$ cat src/rtl/display_scan_mux.sv
// rtl/display_scan_mux.sv - multiplexed 7-segment scan driver with blanking gap
//
// Purpose: synchronises the divided scan clock, and on each rising edge steps
// through N_DIGITS digit slots. Every slot opens with BLANK_CYCLES cycles of
// all anodes off, then lights the slot's anode. The slot's digit value, decimal
// point and mask bit are captured when the slot begins.
//
// Ports:
//   clk        system clock
//   rst_n      asynchronous active-low reset
//   scan_clk   divided scan clock, asynchronous to clk
//   en         display enable; low forces IDLE and restarts at digit 0
//   digits     4-bit hex value per digit, digit i at [4i+3:4i]
//   dp         decimal point per digit, active-high
//   blank_mask 1 = digit i is never lit
//   an         anode enables, active-low, at most one low
//   seg        segments {g,f,e,d,c,b,a}, active-low
//   dp_n       decimal point, active-low
//   digit_idx  index of the current slot
//   frame_done one-cycle pulse when the scan wraps from the last digit to 0

module display_scan_mux #(
  parameter int N_DIGITS     = 4,
  parameter int BLANK_CYCLES = 16,
  parameter int IDX_W        = 2
) (
  input  logic                  clk,
  input  logic                  rst_n,
  input  logic                  scan_clk,
  input  logic                  en,
  input  logic [4*N_DIGITS-1:0] digits,
  input  logic [N_DIGITS-1:0]   dp,
  input  logic [N_DIGITS-1:0]   blank_mask,
  output logic [N_DIGITS-1:0]   an,
  output logic [6:0]            seg,
  output logic                  dp_n,
  output logic [IDX_W-1:0]      digit_idx,
  output logic                  frame_done
);

  typedef enum logic [1:0] {
    IDLE  = 2'd0,
    BLANK = 2'd1,
    SHOW  = 2'd2
  } state_t;

  localparam logic [IDX_W-1:0] LAST_IDX  = IDX_W'(N_DIGITS - 1);
  localparam logic [7:0]       LAST_BLNK = 8'(BLANK_CYCLES - 1);

  state_t                state_q, state_d;
  logic                  sync1, sync2, sync3;
  logic                  scan_tick;
  logic [7:0]            cnt_q, cnt_d;
  logic                  mask_q, mask_d;
  logic [IDX_W-1:0]      idx_d, nidx;
  logic [N_DIGITS-1:0]   an_d;
  logic [6:0]            seg_d;
  logic                  dpn_d, fd_d;

  function automatic logic [6:0] hex7(input logic [3:0] v);
    case (v)
      4'h0: hex7 = 7'h40;
      4'h1: hex7 = 7'h79;
      4'h2: hex7 = 7'h24;
      4'h3: hex7 = 7'h30;
      4'h4: hex7 = 7'h19;
      4'h5: hex7 = 7'h12;
      4'h6: hex7 = 7'h02;
      4'h7: hex7 = 7'h78;
      4'h8: hex7 = 7'h00;
      4'h9: hex7 = 7'h10;
      4'hA: hex7 = 7'h08;
      4'hB: hex7 = 7'h03;
      4'hC: hex7 = 7'h46;
      4'hD: hex7 = 7'h21;
      4'hE: hex7 = 7'h06;
      default: hex7 = 7'h0E;
    endcase
  endfunction

  // sync3 only delays sync2 so a rising edge yields a single-cycle tick.
  assign scan_tick = sync2 & ~sync3;

  always_ff @(posedge clk or negedge rst_n) begin
    if (!rst_n) begin
      sync1      <= 1'b0;
      sync2      <= 1'b0;
      sync3      <= 1'b0;
      state_q    <= IDLE;
      cnt_q      <= '0;
      mask_q     <= 1'b0;
      digit_idx  <= '0;
      an         <= '1;
      seg        <= 7'h7F;
      dp_n       <= 1'b1;
      frame_done <= 1'b0;
    end else begin
      sync1      <= scan_clk;
      sync2      <= sync1;
      sync3      <= sync2;
      state_q    <= state_d;
      cnt_q      <= cnt_d;
      mask_q     <= mask_d;
      digit_idx  <= idx_d;
      an         <= an_d;
      seg        <= seg_d;
      dp_n       <= dpn_d;
      frame_done <= fd_d;
    end
  end

  always_comb begin
    state_d = state_q;
    cnt_d   = cnt_q;
    mask_d  = mask_q;
    idx_d   = digit_idx;
    an_d    = an;
    seg_d   = seg;
    dpn_d   = dp_n;
    fd_d    = 1'b0;
    nidx    = (digit_idx == LAST_IDX) ? '0 : digit_idx + 1'b1;

    if (!en) begin
      state_d = IDLE;
      cnt_d   = '0;
      mask_d  = 1'b0;
      idx_d   = '0;
      an_d    = '1;
      seg_d   = 7'h7F;
      dpn_d   = 1'b1;
    end else begin
      case (state_q)
        IDLE: begin
          // Slot 0 is captured here so seg settles while anodes are still off.
          state_d = BLANK;
          cnt_d   = '0;
          idx_d   = '0;
          an_d    = '1;
          seg_d   = hex7(digits[3:0]);
          dpn_d   = ~dp[0];
          mask_d  = blank_mask[0];
        end
        BLANK: begin
          an_d = '1;
          if (cnt_q == LAST_BLNK) begin
            state_d = SHOW;
            an_d    = mask_q ? '1 : ~(N_DIGITS'(1) << digit_idx);
          end else begin
            cnt_d = cnt_q + 8'd1;
          end
        end
        SHOW: begin
          // Anodes drop on the same edge the new segments load, so a lit
          // digit never sees its neighbour's pattern.
          if (scan_tick) begin
            state_d = BLANK;
            cnt_d   = '0;
            idx_d   = nidx;
            an_d    = '1;
            seg_d   = hex7(digits[4*int'(nidx) +: 4]);
            dpn_d   = ~dp[nidx];
            mask_d  = blank_mask[nidx];
            fd_d    = (digit_idx == LAST_IDX);
          end
        end
        default: begin
          state_d = IDLE;
          an_d    = '1;
          seg_d   = 7'h7F;
          dpn_d   = 1'b1;
          idx_d   = '0;
        end
      endcase
    end
  end

endmodule

$ cat config.mk
export PLATFORM = sky130hd
export DESIGN_NAME = display_scan_mux
export DESIGN_NICKNAME = d
export VERILOG_FILES = /design/src/rtl/display_scan_mux.sv
export SDC_FILE = /design/constraint.sdc
export NUM_CORES = 1
export LEC_CHECK = 0
export ABC_CLOCK_PERIOD_IN_PS = 3630
export CAP_MARGIN = 5
export CORE_ASPECT_RATIO = 1.25
export CORE_MARGIN = 3
export CORE_UTILIZATION = 33
export DETAILED_ROUTE_END_ITERATION = 16
export PLACE_DENSITY = 0.56
export SKIP_CTS_REPAIR_TIMING = 1
export SYNTH_ARGS = -nofsm -noshare
export SYNTH_HDL_FRONTEND = slang
export SYNTH_SLANG_ARGS = --single-unit
$ cat constraint.sdc
create_clock -name clk -period 3.63 [get_ports clk]
set_input_delay 0.726 -clock clk [delete_from_list [all_inputs] [get_ports clk]]
set_output_delay 0.726 -clock clk [all_outputs]
set_load 0.02 [all_outputs]
=== After elaboration in Yosys (flattened, before gate mapping) ===
Memory sizes are Yosys's and may differ from the RTL's.
Cells that the tools add are included.
Widths: inputs -> output; s select.

* Reductions and logical operators: 5
* Divide/modulo/power cells: 0
* Magnitude comparators: 1
* Add/subtract/negate cells: 2
* Equality and inequality tests: 10
* Bitwise gates (word level): 5
* Multipliers: 0
* Shift operators: 2
* Multiplexer cells: 33

{| class="wikitable"
|+ Operator list
! operator !! count
|-
| $mux 8 || 3
|-
| $pmux 8 s3 || 1
|-
| $pmux 7 s3 || 1
|-
| $mux 4 || 4
|-
| $shiftx 16x5->4 || 1
|-
| $mux 7 || 2
|-
| $mux 2 || 6
|-
| $mux 1 || 9
|-
| $ne 3x3->1 const B || 3
|-
| $add 8x1->8 const B || 1
|-
| $eq 8x4->1 const B || 1
|-
| $pmux 4 s2 || 1
|-
| $pmux 2 s3 || 1
|-
| $reduce_and 2->1 || 3
|-
| $bmux 1 s2 || 2
|-
| $eq 2x2->1 const B || 2
|-
| $ne 4x1->1 const B || 1
|-
| $not 4->4 || 1
|-
| $pmux 2 s2 || 1
|-
| $shl 1x2->4 const A || 1
|-
| $lt 2x3->1 const B || 1
|-
| $ne 3x1->1 const B || 1
|-
| $not 1->1 || 3
|-
| $pmux 1 s3 || 1
|-
| 7 further kinds || 7
|}

* Memory bits (writable): 0
* Input bits: 28
* Latch bits: 0
* Bits in registers: 29
* Word-level logic and storage cells: 71
* Output and inout bits: 15
* Memory bits (read-only): 224
* Memories kept: 2

{| class="wikitable"
|+ Memory list
! name !! words !! width !! rd ports !! clocked after memory_dff !! write ports !! line !! source
|-
| (name not given) || 16 || 7 || 1 || 0 || 0 || 61 || <nowiki>case (v)</nowiki>
|-
| (name not given) || 16 || 7 || 1 || 0 || 0 || 61 ||
|}

=== Longest topological paths before layout ===
Gate-level depths: netlist of the first run.

* Depth in word-level cells: 8
* Gate-level depth with buffers: 10
* Depth with buffers taken out: 9

=== Worst setup path before layout of the first run ===
Ideal clock, no wire load.

* Path type: register to register
* Start: register digit_idx[0]
* End: register seg[2]
* Period minus slack after synthesis: 2.666 ns
* Slack: 0.964 ns
* Arrival: 2.606 ns
* Cell stages (with the launch flop): 10
* Path buffers: 1
* Data required time: 3.569 ns
* Cells stage by stage: dfrtp_1 > inv_1 > ha_1 > buf_2 > mux4_2 > inv_1 > ha_1 > or3b_1 > a21boi_1 > o22a_1

* Cells in the longest elaborated chain, start to end: 7
* Elaborated cells between the ends (all ways): 8
* Classes of those cells: add/sub: 1; eq/ne: 1; shift: 1; mux: 4; memory: 1

{| class="wikitable"
|+ Ends and longest elaborated chain
! item !! line !! source
|-
| from (decl) || 37 || <nowiki>output logic [IDX_W-1:0] digit_idx,</nowiki>
|-
| from (signal assigned) || 104 || <nowiki>digit_idx <= idx_d;</nowiki>
|-
| $add 2x1->2 / $eq 2x2->1 (equally long branches) || 121 || <nowiki>nidx = (digit_idx == LAST_IDX) ? '0 : digit_idx + 1'b1;</nowiki>
|-
| $mux 2 * || 121 ||
|-
| $shiftx 16x5->4 * || 160 || <nowiki>seg_d = hex7(digits[4*int'(nidx) +: 4]);</nowiki>
|-
| $mem_v2 16x7 * || -- ||
|-
| $mux 7 * || 155 || <nowiki>if (scan_tick) begin</nowiki>
|-
| $pmux 7 s3 * || 132 || <nowiki>case (state_q)</nowiki>
|-
| $mux 7 * || 123 || <nowiki>if (!en) begin</nowiki>
|-
| to (signal assigned) || 106 || <nowiki>seg <= seg_d;</nowiki>
|-
| to (decl) || 35 || <nowiki>output logic [6:0] seg,</nowiki>
|}

Every way passes the cells marked *; elsewhere a longest branch is shown, timed or not. The select of a mux whose other input is x is not followed.
A chain may end at the register's enable or synchronous reset.

=== Worst setup path after layout of the first run ===
Ends and elaborated chain as after synthesis.

==> results.yml, run 1 <==
sta:
  hold_violations: 0
  worstMarginPinSlew_ns: 0.918
  min_period_ns: 2.81
  maxSlewViolCount: 0
  slew_headroom: 0.386
  finalSetupViolCount: 0
  rsz0062_at_grt: "false"
  fin_crit_sh: 0.775
  tns_ns: 0
  finClkSkew_ns: 0.00822
  max_freq_mhz: 355
  worst_slack_ns: 0.816
die:
  ioPinCount: 43
  die-area_um2: 7550
  die_height_um: 96.4
  coreArea_um2: 6250
  start_util: 0.346
  die_w_um: 78.3
  rows: 32
synth:
  synth_top_flop_cell: "dfrtp_1"
  synth_nets: 276
  yosys_warnings: 0
  synth-edff-count: 0
  syn_area_per_cell_um2: 9.59
  ys_seq_area_frac: 0.343
  yosysUniqueCellTypes: 52
  async_flop_share: 1.00
  synthCells: 225
  ys_ff_latch: 29
  syn_area_um2: 2160
final_layout:
  regArea_um2: 741
  final_util: 0.444
  nets: 317
  multiInputGateArea_um2: 1320
  antennaDiodeCount: 0
  syn_to_final_growth_pct: 28.5
  final_layout_size_suffix_gt1_frac: 0.112
  n_fill_cell: 631
setup_path:
  path_max_fanout: 9
  required_ns: 3.86
  endpoint_kind: "flip-flop"
  r2r-end: "seg[2]"
  startpoint_type: "flip-flop"
  path_class: "flip-flop to flip-flop"
  critPathArrivalTime_ns: 3.04
  r2r_start: "digit_idx[0]"
  rrSetupSlack_ns: 0.82
  reg2reg_depth: 8
clocking:
  cts_buffer_depth: 2
  cts_tree: "yes"
  clk_latency_ns: 0.28
  cts.root.buffer_cell: "clkbuf_8"
  clock-sinks: 29
  cts_max_level: 2
  clk_pin_slew_worst_paths_ns: 0.07
  numCtsBuffers: 5
min_path:
  hp-start: "sync1"
  min_to: "sync2"
  hold_depth: 0
  hold_path_class: "flip-flop to flip-flop"
routing:
  ant_nets: 0
  dr.pass1.iters: 4
  route.vias.total: 1785
  drc_errors: 0
  routedWlPerCell_um: 14.9
  avgViaCountPerCell: 5.07
  drtIter0Drc: 87
  wl_mm: 5.26
power_and_ir_drop:
  p_total_mw: 0.947
  p_leak_nw: 1.16
  ir_drop_mv: 0.251
  power_density_nw_per_um2: 341
placed_design:
  detailed_place_hpwl_mm: 4.03
  routabilityCongestion: 0.875
  port_buffers: 42
  pre_cts_ws_ns: 0.763
grt:
  grt_pass1_wl_mm: 9.01
  grt_max_degree: 22
  first_global_vias: 1896
  grt_use_total: 0.152
  overflow: 0
  antenna_found_initial: 0
flow_run:
  maxCapViolCount: 0
run_status:
  status: "complete, no violations"
[routing by layer]
layer / vias up / global-route usage / wire [um]
li1: 898 / - / -
met1: 840 / 0.173 / 2220
met2: 35 / 0.274 / 2680
met3: 12 / 0.0353 / 209
met4: 0 / 0.0612 / 147
met5: - / 0 / 0
[worst max-delay path, cell delays in order (launching register included)]
cell      delay (ns)
dfrtp_1         0.47
inv_1           0.11
ha_1            0.57
mux4_2          0.66
inv_1           0.16
ha_1            0.17
or3b_1          0.34
a21boi_1        0.15
o22a_1          0.13
[power by group]
part | switching (mW) | total, mW | internal, mW
Combinational | 0.120 | 0.230 | 0.111
Clock | 0.125 | 0.348 | 0.224
Sequential | 0.0128 | 0.368 | 0.355
Total | 0.258 | 0.947 | 0.690
[cells in the mapped netlist, drive strengths merged, types with 3 or more instances]
cell type / number / area share
or2: 3 / 0.0087
o221ai: 3 / 0.012
dfrtp: 17 / 0.20
nand2b: 4 / 0.012
buf: 4 / 0.0093
o21a: 4 / 0.014
mux2i: 8 / 0.037
mux4: 6 / 0.063
o22a: 4 / 0.016
nor2b: 4 / 0.012
ha: 23 / 0.13
a21o: 3 / 0.010
dfstp: 12 / 0.15
o21ai: 14 / 0.032
inv: 16 / 0.028
nand2: 16 / 0.028
nand3: 7 / 0.016
clkbuf: 6 / 0.010
nor2: 15 / 0.030
a21oi: 18 / 0.042
[cell type report]
type | instances | share of cell area
repair buffers | 44 | 0.157
flip-flops and latches | 29 | 0.267
clock buffers | 7 | 0.0311
clock inverters | 1 | 0.0108
inverters | 16 | 0.0217
multi-input cells | 170 | 0.474
well taps | 85 | 0.0383
[sequential cells by signal (all words and copies together), names as in the netlist, 2 cells and up]
register   flops
cnt_q          8
state_q        2
seg            7
an             4
digit_idx      2
[cell usage in the layout (no fill, tap or decap), types with 3 or more instances in the layout]
cell type and instances:
clkdlybuf4s50_1 42, ha_1 23, a21oi_1 18, dfrtp_1 17, inv_1 16, nand2_1 16, nor2_1 14, dfstp_2 12
o21ai_0 11, mux2i_1 8, nand3_1 7, mux4_2 6, clkbuf_8 6, nand2b_1 4, o21a_1 4, nor2b_1 4
o22a_1 4, o21ai_1 3, a21o_1 3, o221ai_1 3
[worst max-delay path by stage]
stage / startpoint / endpoint / slack [ns] / cells past startpoint
2_1_floorplan: digit_idx[0] / seg[2] / 0.96 / 9
4_1_cts: digit_idx[0] / seg[2] / 0.78 / 8
3_5_place_dp: digits[0] / seg[2] / 0.76 / 7
3_3_place_gp: digits[0] / seg[2] / 0.80 / 7
6_report: digit_idx[0] / seg[2] / 0.82 / 8
5_1_grt: digit_idx[0] / seg[2] / 0.56 / 8
[per-stage QoR]
step | hold slack, ns | instance area [um^2] | instances
floorplan | 0.331 | 2160 | 225
global placement | 0.356 | 2660 | 344
detailed placement | 0.354 | 2660 | 344
CTS | 0.367 | 2770 | 352
global route | 0.385 | 2770 | 352
finish | 0.358 | 2770 | 352
[cells by family (layout without fill, tap and decap cells)]
kind of cell             count (synthesis)  in the layout  share of synthesized area
adder cells (fa/ha/maj)                 23             23                      0.133
multiplexers                            16             16                      0.110
flip-flops                              29             29                      0.343
AND/OR/NAND/NOR                         65             65                      0.162
AO/OA/AOI/OAI                           63             63                      0.192
buffers and inverters                   26             68                     0.0475
XOR/XNOR                                 3              3                     0.0122
(Power assumes the default switching activity.)
==> inputs of run 2 (changes only) <==
Settings changed: ABC_CLOCK_PERIOD_IN_PS 3630 to 2400, PLACE_DENSITY 0.56 to 0.58.
Clock period 3.63 ns to 2.4 ns, I/O delays scaled along.
==> run 2 against run 1 <==
Core utilization up 2.5 points. Via count up 6.5%. Final cell count up 6.3%. Highest routed layer unchanged. Critical endpoint unchanged. Critical path depth unchanged.
==> results.yml, run 2 (synthesized netlist as in run 1, its figures left out) <==
run_status:
  status: "complete, no violations"
power_and_ir_drop:
  power_density_nw_per_um2: 449
  comb_power_share: 0.280
  p_leak_nw: 1.25
  pwr-share-clk: 0.297
  p_total_mw: 1.32
  sw_frac_of_total: 0.301
  netSwitchingPower_mw: 0.396
  p_seq_frac: 0.423
  ir_drop_mv: 0.259
  intPower_mw: 0.920
sta:
  min_period_ns: 2.29
  worstMarginPinSlew_ns: 0.657
  worst_slack_ns: 0.108
  hold_violations: 0
  maxSlewViolCount: 0
  slew_headroom: 0.560
  holdWs_ns: 0.344
  rsz0062_at_grt: "true"
  finClkSkew_ns: 0.00967
  finalSetupViolCount: 0
  max_freq_mhz: 436
  fin_crit_sh: 0.955
final_layout:
  final_common_cell: "clkdlybuf4s50_1"
  layout_common_cells: "42 x clkdlybuf4s50_1, 24 x buf_4, 21 x ha_1"
  antennaDiodeCount: 0
  top_register: "cnt_q"
  largest_registers: "cnt_q: 8 flops, seg: 7 flops, an: 4 flops"
  final_layout_size_suffix_gt1_frac: 0.208
  largest_register_ff_count: 8
  multiInputGateArea_um2: 1340
  design_area_um2: 2930
  nets: 339
  n_fill_cell: 626
  syn_to_final_growth_pct: 35.8
  fin_cells: 374
  regArea_um2: 743
setup_path:
  critPathArrivalTime_ns: 2.52
  path_max_fanout: 5
  r2r_start: "digit_idx[1]"
  rrSetupSlack_ns: 0.11
  slowest_delay_ns: 0.58
  startpoint_type: "flip-flop"
  reg2reg_depth: 8
  required_ns: 2.63
  crit_path_cell_trace: "inv_1 -> ha_4 -> mux4_2 -> inv_2 -> ha_1 -> or3b_1 -> a21boi_1 -> o22a_1"
  path_class: "flip-flop to flip-flop"
  r2r-end: "seg[2]"
  endpoint_kind: "flip-flop"
  worst_path_max_delay_cell: "mux4_2"
routing:
  drc_errors: 0
  drtIter0Drc: 113
  route.vias.total: 1901
  routedWlPerCell_um: 14.5
  avgViaCountPerCell: 5.08
  ant_nets: 0
  wl_mm: 5.42
  dr.pass1.iters: 4
clocking:
  cts_max_level: 2
  cts_buffer_depth: 2
  numCtsBuffers: 5
  clk_pin_slew_worst_paths_ns: 0.07
  clock-sinks: 29
  cts_tree: "yes"
  clk_latency_ns: 0.28
  cts.root.buffer_cell: "clkbuf_8"
min_path:
  hp-start: "sync1"
  hold_depth: 0
  min_to: "sync2"
  hold_path_class: "flip-flop to flip-flop"
placed_design:
  dp_cells: 362
  dpl_cell_area_um2: 2810
  pre_cts_ws_ns: 0.00336
  detailed_place_hpwl_mm: 4.25
  port_buffers: 42
  routabilityCongestion: 0.824
grt:
  grt_max_degree: 30
  grt_use_total: 0.154
  grt_pass1_wl_mm: 9.18
  overflow: 0
  first_global_vias: 1924
  antenna_found_initial: 0
die:
  die_w_um: 78.3
  rows: 32
  die-area_um2: 7550
  ioPinCount: 43
  die_height_um: 96.4
  coreArea_um2: 6250
  start_util: 0.346
flow_run:
  maxCapViolCount: 0
run 2: cell types whose count changed in the layout (fill, tap and decap cells not counted), moves of 2 or more:
cell and delta:
clkinv_2 +2, dfrtp_1 -2, dfrtp_2 +2, buf_4 +22, inv_2 +2, ha_1 -2, inv_1 -2
run 2: power groups by stage:
stage          Clock (mW)  Combinational [mW]  Sequential (mW)
2_1_floorplan           0               0.176            0.593
5_1_grt             0.427               0.408            0.562
4_1_cts             0.405               0.369            0.558
3_5_place_dp            0               0.368            0.567
3_3_place_gp            0               0.365            0.566
6_report            0.391               0.368            0.557
run 2: metal layers:
layer / vias to the layer above / share of wire / routed length, um / GRT usage
met4: 0 / 0.0076 / 41 / 0.0423
met1: 924 / 0.43 / 2320 / 0.175
met3: 6 / 0.039 / 209 / 0.0353
met2: 34 / 0.53 / 2850 / 0.288
met5: - / 0 / 0 / 0
li1: 937 / - / - / -
run 2: worst max-delay path by stage:
stage,cells past startpoint,from,to
final,8,digit_idx[1],seg[2]
after global routing,8,digit_idx[1],seg[0]
after global placement,7,digits[0],seg[2]
after CTS,9,digit_idx[1],seg[0]
after detailed placement,7,digits[0],seg[2]
after floorplan,9,digit_idx[0],seg[2]
run 2: through the flow:
stage / util / TNS, ns
3_3_place_gp: 0.450 / 0
4_1_cts: 0.463 / 0
6_report: 0.469 / 0
5_1_grt: 0.469 / -0.0126
2_1_floorplan: - / 0
3_5_place_dp: 0.450 / 0
run 2: critical path, delay by kind of cell (launching register included):
kind	cells	cell delay, ns
compound gates	2	0.27
fa+ha+maj	2	0.47
buf+inv	2	0.19
flops	1	0.39
mux	1	0.58
simple gates	1	0.34
run 2: cell type report:
| class | count | share of cell area |
|---|---|---|
| Sequential cell | 29 | 0.254 |
| Timing Repair Buffer | 66 | 0.205 |
| Clock inverter | 2 | 0.00341 |
| Inverter | 16 | 0.0205 |
| Tap cell | 85 | 0.0363 |
| Clock buffer | 6 | 0.0248 |
| Multi-Input combinational cell | 170 | 0.457 |
==> RTL edit 1 (config.mk and constraints of run 1) <==
Add an input register stage for `dp`, cleared by the reset; this delays it by one clock. The other inputs are not delayed to match.
--- a/src/rtl/display_scan_mux.sv
+++ b/src/rtl/display_scan_mux.sv
@@ -46,6 +46,16 @@
 
   localparam logic [IDX_W-1:0] LAST_IDX  = IDX_W'(N_DIGITS - 1);
   localparam logic [7:0]       LAST_BLNK = 8'(BLANK_CYCLES - 1);
+
+  logic [N_DIGITS-1:0] dp_q;
+
+  always_ff @(posedge clk or negedge rst_n) begin
+    if (!rst_n) begin
+      dp_q <= '0;
+    end else begin
+      dp_q <= dp;
+    end
+  end
 
   state_t                state_q, state_d;
   logic                  sync1, sync2, sync3;
@@ -137,7 +147,7 @@
           idx_d   = '0;
           an_d    = '1;
           seg_d   = hex7(digits[3:0]);
-          dpn_d   = ~dp[0];
+          dpn_d   = ~dp_q[0];
           mask_d  = blank_mask[0];
         end
         BLANK: begin
@@ -158,7 +168,7 @@
             idx_d   = nidx;
             an_d    = '1;
             seg_d   = hex7(digits[4*int'(nidx) +: 4]);
-            dpn_d   = ~dp[nidx];
+            dpn_d   = ~dp_q[nidx];
             mask_d  = blank_mask[nidx];
             fd_d    = (digit_idx == LAST_IDX);
           end
Formal check against the unedited RTL: not equivalent (a bounded check fails within 4 cycles, from zero or initial values and one cycle with rst_n low).
==> RTL edit 1 against run 1 <==
Setup slack better by 0.018 ns; sequential cell count rose by 4; via count is 2.1% higher; area after synthesis up 3.5%; cell area is 2.5% higher; power grew 4.1%; combinational power decreased by 7%; count of clock-buffer cells in the layout unchanged; wire length shrank 2.5%.
==> RTL edit 1: results (changes against run 1) <==
Parameter                              Value

Outcome
  Outcome ... finished clean

Place
  Number of I/O port buffers ... 42 (unchanged)
  Routability congestion estimate ... 0.854 (-2.4%)
  Post-detail-place hpwl ... 3950 um (-2.0%)
  Placed instance area ... 2730 um^2 (+2.6%)

Layout
  Final Net Count ... 325 (+2.5%)
  Layout cells sized above 1 ... 0.109 (-0.00327)
  Count of inserted antenna diode cells ... 0 (unchanged)
  Largest registers ... cnt_q x8, seg x7

Logic synthesis
  Unique cell type count in the Yosys netlist ... 45 (-13%)
  Primary flip-flop cell chosen by synthesis mapping ... dfrtp_1
  Mapped Nets ... 283 (+2.5%)
  Largest cells by area after synthesis ... dfrtp_1, dfstp_2, ha_1
  Fraction of the yosys area taken by sequential cells ... 0.376 (+0.0333)
  Total number of yosys warnings ... 0 (unchanged)
  Proportion of register bits with asynchronous set or reset after synthesis ... 1.00 (unchanged)
  Synth cell count leaders ... a21oi_1, ha_1, nor2_1, dfrtp_1, o21ai_0

Global route
  Met1 track utilization from global routing ... 0.201 (+0.0282)
  Met2 track demand over resource ... 0.208 (-0.0659)
  Met3 Use GR ... 0.0323 (-0.00296)
  Maximum number of pins on one net before global-route repair ... 34 (+55%)
  First-pass GRT wire length ... 8810 um (-2.2%)
  Global Route Usage Sum ... 0.141 (-0.0108)
  Antenna violations before repair ... 0 (unchanged)

Clock network
  CTS root buffer ... clkbuf_8
  CTS clock-pin slew for the worst setup and hold paths ... 0.07 ns (about the same)
  Maximum buffer depth of the clock tree ... 2 (unchanged)
  H-tree level count ... 2 (unchanged)
  Latest clock arrival within the worst-skew pair ... 0.28 ns (about the same)
  Number of CTS-inserted buffers ... 5 (unchanged)

STA
  Final setup skew ... 0.00708 ns (-0.00114 ns)
  Worst slew pin tran ... 0.612 ns (-0.306 ns)
  Period utilisation layout ... 0.770 (-0.00489)

Critical path
  Highest fanout seen on the critical path ... 9 (unchanged)
  Crit path DAT ... 3.01 ns (-0.03 ns)
  Path depth of the worst reg2reg path ... 8 (unchanged)

Detailed routing
  Total length of routed wires ... 5130 um (-2.5%)
  Vias ... 1823 (+2.1%)
  Iteration count of the initial detailed-routing pass ... 4 (unchanged)
  DRC marker count from the first detailed-route iteration ... 176 (+100%)

Pwr
  Leakage dissipation ... 1.15 nW (-0.19%)
  VDD IR-drop max ... 173 uV (-31%)

Hold path
  Path category of the worst min-delay check ... flip-flop to flip-flop
  Cell depth of the worst hold path ... 0 (unchanged)
[RTL edit 1: cells by family (layout without fill, tap and decap cells)]
kind of cell               after synthesis  in the layout  synth area share
and+or+nand+nor                         77             77             0.176
AOI/OAI and AO/OA                       61             61             0.169
DFF                                     33             33             0.376
buffers and inverters                   24             67            0.0465
adders and majority gates               23             23             0.129
muxes                                   14             14             0.103
[RTL edit 1: final cells by class]
| class | count | area [um^2] |
|---|---|---|
| well taps | 85 | 106 |
| clock buffers | 7 | 86.3 |
| inverters | 15 | 56.3 |
| multi-input cells | 175 | 1290 |
| flip-flops and latches | 33 | 841 |
| fillers | 593 | 3520 |
| clock inverters | 1 | 30.0 |
| repair buffers | 44 | 435 |
[RTL edit 1: worst paths after layout]
kind,start,slack (ns),end
setup / recovery,digit_idx[0],0.83,seg[0]
max in group asynchronous,rst_n,2.43,an[0]
min in group asynchronous,rst_n,0.85,digit_idx[0]
hold reg to reg,sync1,0.35,sync2
setup reg to reg,digit_idx[0],0.83,seg[0]
hold / removal,sync1,0.35,sync2
[RTL edit 1: metrics by stage]
step,cells,util,setup WS (ns),hold WS [ns]
global placement,352,0.428,0.779,0.335
detailed placement,352,0.428,0.787,0.336
global route,360,0.447,0.671,0.367
finish,360,0.447,0.834,0.348
floorplan,232,-,1.04,0.331
CTS,360,0.447,0.829,0.352
[RTL edit 1: worst max-delay path: stages (launching register included)]
cell     delay [ns]
dfrtp_1        0.48
inv_1          0.12
ha_1           0.54
mux4_1         0.70
inv_1          0.19
ha_1           0.23
mux2i_1        0.09
o22a_1         0.23
a21oi_2        0.14
[RTL edit 1: power by group]
| part | switching (mW) | internal [mW] | total, mW |
|---|---|---|---|
| sequential | 0.0148 | 0.402 | 0.417 |
| clock | 0.130 | 0.224 | 0.354 |
| combinational | 0.114 | 0.101 | 0.215 |
| total | 0.259 | 0.727 | 0.986 |
[RTL edit 1: routing by layer]
| layer | vias up | wire (um) |
|---|---|---|
| met1 | 858 | 2540 |
| met5 | - | 0 |
| met2 | 42 | 2300 |
| met3 | 4 | 236 |
| li1 | 919 | - |
| met4 | 0 | 51 |
==> RTL edit 2 (flow settings as in run 1) <==
Made on the original files. `BLANK_CYCLES`: 16 -> 12.
--- a/src/rtl/display_scan_mux.sv
+++ b/src/rtl/display_scan_mux.sv
@@ -21,7 +21,7 @@
 
 module display_scan_mux #(
   parameter int N_DIGITS     = 4,
-  parameter int BLANK_CYCLES = 16,
+  parameter int BLANK_CYCLES = 12,
   parameter int IDX_W        = 2
 ) (
   input  logic                  clk,
Check against the original RTL: no difference found for any inputs over 10 cycles, from zero or initial values and one cycle with rst_n low; that may be too few to reach the edited logic, so the function may still have changed.
==> RTL edit 2 against run 1 <==
Sequential power increased by 1%; maximum frequency grew 1.1%; wire length is 5.5% higher; setup slack improved by 0.030 ns; first-iteration DRC count fell by 46%; count of clock-buffer cells in the layout unchanged; sequential cell count unchanged; cell area up 4.4%; highest routed layer unchanged; power down 5.8%; largest power group unchanged; area after synthesis up 6.6%.
==> RTL edit 2: results (changes against run 1) <==
Parameter                              Value

Outcome
  Outcome ... finished clean

Place
  Routability congestion estimate ... 0.852 (-2.7%)
  Number of cells after detailed placement ... 370 (+7.6%)
  Number of I/O port buffers ... 42 (unchanged)
  Worst slack, placed ... 0.723 ns (-0.0398 ns)
  Post-detail-place hpwl ... 4370 um (+8.3%)

Global route
  Antenna violations before repair ... 0 (unchanged)
  Via count of the first global-routing pass ... 2041 (+7.6%)
  Global Route Usage Sum ... 0.150 (-0.00145)
  First-pass GRT wire length ... 9500 um (+5.4%)
  Overflow left after global routing ... 0 (unchanged)
  Maximum number of pins on one net before global-route repair ... 24 (+9.1%)

Logic synthesis
  Unique cell type count in the Yosys netlist ... 56 (+7.7%)
  Primary flip-flop cell chosen by synthesis mapping ... dfrtp_1
  Proportion of register bits with asynchronous set or reset after synthesis ... 1.00 (unchanged)
  Largest cells by area after synthesis ... dfrtp_1, dfstp_2, ha_1
  Mapped Nets ... 299 (+8.3%)
  Post-synthesis cell count ... 248 (+10%)
  Synth cell count leaders ... nor2_1, ha_1, o21ai_0, dfrtp_1
  Fraction of the yosys area taken by sequential cells ... 0.322 (-0.0213)

STA
  Final setup skew ... 0.00556 ns (-0.00266 ns)
  Worst slew pin tran ... 1.05 ns (+0.127 ns)
  Final total negative setup slack ... 0 ns (unchanged)

Pwr
  Leakage dissipation ... 1.15 nW (-0.34%)
  VDD IR-drop max ... 146 uV (-42%)

Detailed routing
  DRC marker count from the first detailed-route iteration ... 47 (-46%)
  Avg WL per Cell ... 14.7 um (-1.8%)
  Iteration count of the initial detailed-routing pass ... 5 (+1)
  Vias per cell ... 5.16 (+1.8%)

Layout
  Filler cell count in the final layout ... 651 (+3.2%)
  Layout cells sized above 1 ... 0.137 (+0.0251)
  Final Net Count ... 341 (+7.6%)
  Largest registers ... cnt_q x8, seg x7, an x4
  Count of inserted antenna diode cells ... 0 (unchanged)
  Number of cells in the finished layout apart from fillers ... 378 (+7.4%)

Clock network
  Maximum buffer depth of the clock tree ... 2 (unchanged)
  H-tree level count ... 2 (unchanged)
  Latest clock arrival within the worst-skew pair ... 0.28 ns (about the same)
  Number of CTS-inserted buffers ... 5 (unchanged)
  CTS clock-pin slew for the worst setup and hold paths ... 0.07 ns (about the same)
  CTS root buffer ... clkbuf_8

Critical path
  Crit path DAT ... 3.00 ns (-0.04 ns)
  Highest fanout seen on the critical path ... 16 (+7)
[RTL edit 2: layout make-up]
cell class / instances / area, um^2 / area share
multi-input combinational: 192 / 1430 / 0.495
sequential: 29 / 741 / 0.256
timing repair buffer: 46 / 450 / 0.156
tap: 87 / 109 / 0.0376
clock buffer: 7 / 96.3 / 0.0333
inverter: 16 / 60.1 / 0.0207
clock inverter: 1 / 5.00 / 0.00173
[RTL edit 2: critical path, stage by stage (launching register included)]
cell and delay (ns):
dfrtp_1 0.43, inv_1 0.10, ha_1 0.68, mux2_2 0.43
o21a_1 0.22, ha_1 0.26, a221oi_1 0.29, o22ai_1 0.13
o22a_1 0.17
[RTL edit 2: per-layer routing]
metal,part of all wire,vias to the layer above,GRT usage
met5,0,-,0
met4,0.020,0,0.0533
met3,0.028,10,0.0190
met2,0.54,36,0.283
met1,0.41,931,0.169
li1,-,975,-
[RTL edit 2: power by group]
group / total (mW) / switching, mW / leakage, nW / internal (mW)
Combinational: 0.223 / 0.119 / 0.743 / 0.105
Clock: 0.296 / 0.125 / 0.0542 / 0.171
Sequential: 0.373 / 0.0168 / 0.354 / 0.356
Total: 0.892 / 0.260 / 1.15 / 0.631
[RTL edit 2: cell families (layout without fill, tap and decap cells)]
| logic type | Yosys count | in the layout | share of synthesized area |
|---|---|---|---|
| buffers and inverters | 27 | 70 | 0.0549 |
| adders and majority gates | 23 | 23 | 0.125 |
| xor gates and xnor gates | 6 | 6 | 0.0228 |
| AOI/OAI and AO/OA | 67 | 67 | 0.192 |
| DFF | 29 | 29 | 0.322 |
| and+or+nand+nor | 76 | 76 | 0.170 |
| muxes | 20 | 20 | 0.113 |
[RTL edit 2: worst paths after layout]
path / from / endpoint / slack (ns) / cells after the start
max: digit_idx[0] / seg[6] / 0.85 / 8
min: sync1 / sync2 / 0.35 / 0
max reg2reg: digit_idx[0] / seg[6] / 0.85 / 8
min reg2reg: sync1 / sync2 / 0.35 / 0
max in group asynchronous: rst_n / seg[3] / 1.86 / 2
min in group asynchronous: rst_n / frame_done / 1.02 / 1
[RTL edit 2: per-stage QoR]
stage | area, um^2 | power (mW)
floorplan | 2300 | 0.502
global placement | 2790 | 0.603
detailed placement | 2790 | 0.605
CTS | 2900 | 0.905
global route | 2900 | 0.942
finish | 2900 | 0.892
